### src/rtl/isqrt_seq.sv
// Sequential restoring integer square root: one root bit per clock, start/done handshake.
// Define ISQRT_EXACT_FLAG_EN to register a perfect-square flag on `exact`; otherwise it is tied low.
module isqrt_seq #(
  parameter int WIDTH = 6
) (
  input  logic               clk,
  input  logic               rst_n,
  input  logic               start,
  input  logic [WIDTH-1:0]   value,
  output logic               busy,
  output logic               done,
  output logic [WIDTH/2-1:0] root,
  output logic [WIDTH/2:0]   rem,
  output logic               exact
);
  localparam int R  = WIDTH / 2;
  localparam int CW = (R > 1) ? $clog2(R) : 1;

  typedef enum logic [1:0] {IDLE, CALC, DONE} state_t;

  state_t         state_q, state_d;
  logic [WIDTH-1:0] x_q, x_d;
  logic [R-1:0]   q_q, q_d;
  logic [R-1:0]   p_q, p_d;
  logic [CW-1:0]  cnt_q, cnt_d;
  logic [R-1:0]   root_q, root_d;
  logic [R:0]     rem_q, rem_d;

  logic [R+1:0]   t, d, diff;
  logic [R:0]     p_next;
  logic           ge, accept, finish;

  // Partial remainder entering any iteration is <= 2*q with q < 2^(R-1), so R bits suffice.
  always_comb begin
    t      = {p_q, x_q[WIDTH-1 -: 2]};
    d      = {q_q, 2'b01};
    diff   = t - d;
    ge     = (t >= d);
    p_next = (R+1)'(ge ? diff : t);
    accept = start && ((state_q == IDLE) || (state_q == DONE));
    finish = (state_q == CALC) && (cnt_q == '0);
  end

  always_ff @(posedge clk or negedge rst_n) begin
    if (!rst_n) begin
      state_q <= IDLE;
      x_q     <= '0;
      q_q     <= '0;
      p_q     <= '0;
      cnt_q   <= '0;
      root_q  <= '0;
      rem_q   <= '0;
    end else begin
      state_q <= state_d;
      x_q     <= x_d;
      q_q     <= q_d;
      p_q     <= p_d;
      cnt_q   <= cnt_d;
      root_q  <= root_d;
      rem_q   <= rem_d;
    end
  end

  always_comb begin
    state_d = state_q;
    case (state_q)
      IDLE:    if (start) state_d = CALC;
      CALC:    if (cnt_q == '0) state_d = DONE;
      DONE:    state_d = start ? CALC : IDLE;
      default: state_d = IDLE;
    endcase
  end

  always_comb begin
    x_d    = x_q;
    q_d    = q_q;
    p_d    = p_q;
    cnt_d  = cnt_q;
    root_d = root_q;
    rem_d  = rem_q;
    if (accept) begin
      x_d   = value;
      q_d   = '0;
      p_d   = '0;
      cnt_d = CW'(R - 1);
    end else if (state_q == CALC) begin
      x_d   = x_q << 2;
      q_d   = R'({q_q, ge});
      p_d   = p_next[R-1:0];
      if (cnt_q != '0) cnt_d = cnt_q - 1'b1;
    end
    if (finish) begin
      root_d = R'({q_q, ge});
      rem_d  = p_next;
    end
  end

`ifdef ISQRT_EXACT_FLAG_EN
  logic exact_q;
  always_ff @(posedge clk or negedge rst_n) begin
    if (!rst_n)      exact_q <= 1'b0;
    else if (finish) exact_q <= (p_next == '0);
  end
  assign exact = exact_q;
`else
  assign exact = 1'b0;
`endif

  always_comb begin
    busy = (state_q == CALC);
    done = (state_q == DONE);
    root = root_q;
    rem  = rem_q;
  end
endmodule

### config.mk
export PLATFORM = sky130hd
export DESIGN_NAME = isqrt_seq
export DESIGN_NICKNAME = d
export VERILOG_FILES = /design/src/rtl/isqrt_seq.sv
export SDC_FILE = /design/constraint.sdc
export NUM_CORES = 1
export LEC_CHECK = 0
export ABC_AREA = 1
export CAP_MARGIN = 20
export CORE_MARGIN = 5
export CORE_UTILIZATION = 40
export CTS_CLUSTER_SIZE = 12
export DETAILED_ROUTE_END_ITERATION = 10
export PLACE_DENSITY = 0.71
export SYNTH_ARGS = -nofsm -noshare
export SYNTH_HDL_FRONTEND = slang
export SYNTH_SLANG_ARGS = --single-unit
### constraint.sdc
create_clock -name clk -period 1.7 [get_ports clk]
set_input_delay 0.34 -clock clk [delete_from_list [all_inputs] [get_ports clk]]
set_output_delay 0.34 -clock clk [all_outputs]
set_load 0.05 [all_outputs]
==> metrics.txt, run 1 <==
Max Clk Rate=641 MHz; number of design rule violations left after detail routing=0; critical path type=reg2reg; CP max-delay cell=sky130_fd_sc_hd__dfrtp_1; worst hold path type=in2async; worst-path cell chain=inv_2 > ha_2 > nand2_1 > nand2_1 > a21oi_4 > nand3_2 > nand2_1 > nand3_1 > nand2_1; hpwl dp=1.78 mm; max-slew violation total from the final report=0; area delta synth->final=21.3%; Final Skew=0.00396 ns; cts-stage hold buffer count=0; root buffer selected by CTS=sky130_fd_sc_hd__clkbuf_4; grt ovf=0; I/O Pins=19; number of antenna violations at the first check in global routing=0; run status=complete, no violations; sum of buffers and inverters on the critical path=1; pin count of the biggest net entering global routing=24; antenna cells=0; post-synthesis area per instance=8.81 µm²; count of clock tree sinks=23; number of cell rows=19; TritonCTS clock tree=built; Post-Syn Nets=about 150; Yosys warning total=0; filler instances=roughly 260; number of synthesized register bits=23; dominant delay contributor by cell family on the critical path=simple AND/OR/NAND/NOR gates; sequential-to-total area share from yosys stat=49.1%; area of the core=2780 µm²; max-cap check violation count=0; total area of multi-input combinational cells=502 µm²; Min Hold Slack=0.373 ns; clock buffers created by TritonCTS=3; final-stage net count=171; share of layout cells above drive strength 1=18.1%; Total Routing Usage GR=11.9%; setup repair after global routing missed its margin=false; synthesized netlist cell count=133; Clock transition at path regs=roughly 0.13 ns; number of buffers inserted by port buffering=17; storage element area=576 µm²; first-pass GRT wire length=3.96 mm; number of different library cells in the post-synthesis netlist=24; final hold violation count=0; vias in the first global route=928; element type at the critical path end=register; violation count after the first detailed-route iteration=33; data arrival time of the worst path=1.82 ns; largest fanout of any net on the critical path=6; post-layout minimum cycle time=between 1.5 and 2 ns; Syn Std Cell Area=1170 µm²; sort of element at the start of the critical path=register; Clock H-tree levels=1; effective utilization at floorplan=between 40% and 50%; worst-case clock buffer depth=2; routability cong.=0.946; die width=64.1 µm; Critical Path RT=1.96 ns; via count normalized by instance count=roughly 5.1; vias after detailed routing=954; die height=approximately 64 µm; maximum single-stage delay on the critical path=between 0.3 and 0.4 ns; number of nets still failing antenna checks after routing=0; final setup vio count=0; detailed-routing iteration count for the pre-antenna-repair pass=5; WL final=2.30 mm; sum of negative setup slack=0 ns; full die area=4110 µm²; fraction of the cycle the final worst path needs=around nine tenths; most frequent cell on the critical path=sky130_fd_sc_hd__nand2_1; latest clock arrival within the worst-skew pair=between 0.3 and 0.4 ns; wire length per cell after detailed routing=12.4 µm
sequential cells by signal, summed over array words and instances (netlist names):
signal   cells
x_q          6
rem          4
p_q          3
q_q          3
root         3
cnt_q        2
state_q      2
cells by family (layout without fill, tap and decap cells):
| kind of cell | count (synthesis) | after routing | synth area share [%] |
|---|---|---|---|
| XOR/XNOR | 1 | 1 | 0.748 |
| flip-flops | 23 | 23 | 49.1 |
| adder cells (fa/ha/maj) | 6 | 6 | 6.41 |
| other | 1 | 1 | 0.320 |
| buffers and inverters | 24 | 46 | 8.23 |
| AND/OR/NAND/NOR | 60 | 60 | 24.8 |
| AO/OA/AOI/OAI | 18 | 18 | 10.4 |
metrics by stage:
stage / worst slack (ns) / util [%] / cells / cell area (µm²)
3_3_place_gp: 0.158 / 50.0 / 182 / 1390
2_1_floorplan: 0.267 / - / 133 / 1170
6_report: 0.139 / 51.1 / 186 / 1420
4_1_cts: 0.0920 / 51.0 / 186 / 1420
3_5_place_dp: 0.119 / 50.0 / 182 / 1390
5_1_grt: 0.00891 / 51.1 / 186 / 1420
layout make-up:
type,instances,share of cell area [%]
clock buffers,3,1.59
multi-input cells,86,35.3
repair buffers,19,13.2
clock inverters,1,0.352
inverters,23,6.26
well taps,31,2.73
flip-flops and latches,23,40.5
cell usage in the layout, fill, tap and decap left out, types with 2 or more instances in the layout:
master,count
sky130_fd_sc_hd__a21oi_1,3
sky130_fd_sc_hd__nor2_1,5
sky130_fd_sc_hd__clkdlybuf4s50_1,8
sky130_fd_sc_hd__buf_12,2
sky130_fd_sc_hd__nand3_1,9
sky130_fd_sc_hd__o21ai_1,2
sky130_fd_sc_hd__clkbuf_4,3
sky130_fd_sc_hd__ha_1,5
sky130_fd_sc_hd__o22ai_1,2
sky130_fd_sc_hd__buf_4,9
sky130_fd_sc_hd__o21ai_0,5
sky130_fd_sc_hd__o221ai_1,4
sky130_fd_sc_hd__nand2_1,35
sky130_fd_sc_hd__dfrtp_1,23
sky130_fd_sc_hd__nand3_2,2
sky130_fd_sc_hd__nand4_1,5
sky130_fd_sc_hd__inv_2,5
sky130_fd_sc_hd__inv_1,17
metal layers:
| metal | part of all wire (%) | track usage, % |
|---|---|---|
| met5 | 0 | 0 |
| met4 | 1.0 | 2.80 |
| met3 | 5.7 | 2.45 |
| met2 | 50 | 20.9 |
| met1 | 44 | 14.9 |
worst paths after layout:
check,endpoint,start,slack (ns),cells after the start
min in group clk,rem[1],rem[1],0.51,2
worst max-delay path,rem[2],q_q[0],0.14,9
worst min register to register,rem[1],rem[1],0.51,2
max in group asynchronous,cnt_q[1],rst_n,1.09,2
worst max register to register,rem[2],q_q[0],0.14,9
worst min-delay path,root[2],rst_n,0.37,2
repair_timing:
action,CTS,global route
resized for setup,0,3
setup buffers,0,0
endpoints found under the hold margin,0,0
endpoints found under the setup margin,0,8
cell usage after synthesis:
master                     number  area (µm²)
sky130_fd_sc_hd__conb_1         1        3.75
sky130_fd_sc_hd__o21a_1         1        7.51
sky130_fd_sc_hd__a21oi_1        3        15.0
sky130_fd_sc_hd__nand3_2        2        20.0
sky130_fd_sc_hd__xor2_1         1        8.76
sky130_fd_sc_hd__ha_1           6        75.1
sky130_fd_sc_hd__nor2_8         1        20.0
sky130_fd_sc_hd__nand2_2        1        6.26
sky130_fd_sc_hd__nand2_1       35         131
sky130_fd_sc_hd__nand4_1        5        31.3
sky130_fd_sc_hd__buf_4          1        7.51
sky130_fd_sc_hd__nor2_4         1        11.3
sky130_fd_sc_hd__o221ai_1       4        35.0
sky130_fd_sc_hd__inv_2          3        11.3
sky130_fd_sc_hd__nor2_1         5        18.8
sky130_fd_sc_hd__or2_1          1        6.26
sky130_fd_sc_hd__o22ai_1        2        12.5
sky130_fd_sc_hd__o21ai_0        5        25.0
sky130_fd_sc_hd__dfrtp_1       23         576
sky130_fd_sc_hd__o21ai_1        2        10.0
sky130_fd_sc_hd__a21oi_4        1        16.3
sky130_fd_sc_hd__inv_1         19        71.3
sky130_fd_sc_hd__nand3_1        9        45.0
sky130_fd_sc_hd__inv_4          1        6.26
Power of run 1 is not shown: default switching activity piles up to over one toggle a cycle in this logic, so the estimate is an artifact.
==> run 2, diff against run 1 <==
- CTS_BUF_LIST: default -> sky130_fd_sc_hd__clkbuf_2 sky130_fd_sc_hd__clkbuf_4 sky130_fd_sc_hd__clkbuf_8
- GPL_ROUTABILITY_DRIVEN: default -> 0
==> results of run 2 <==
Final layout, timing and power as in run 1 (identical DEF).
Power of run 2 is left out for the same reason.
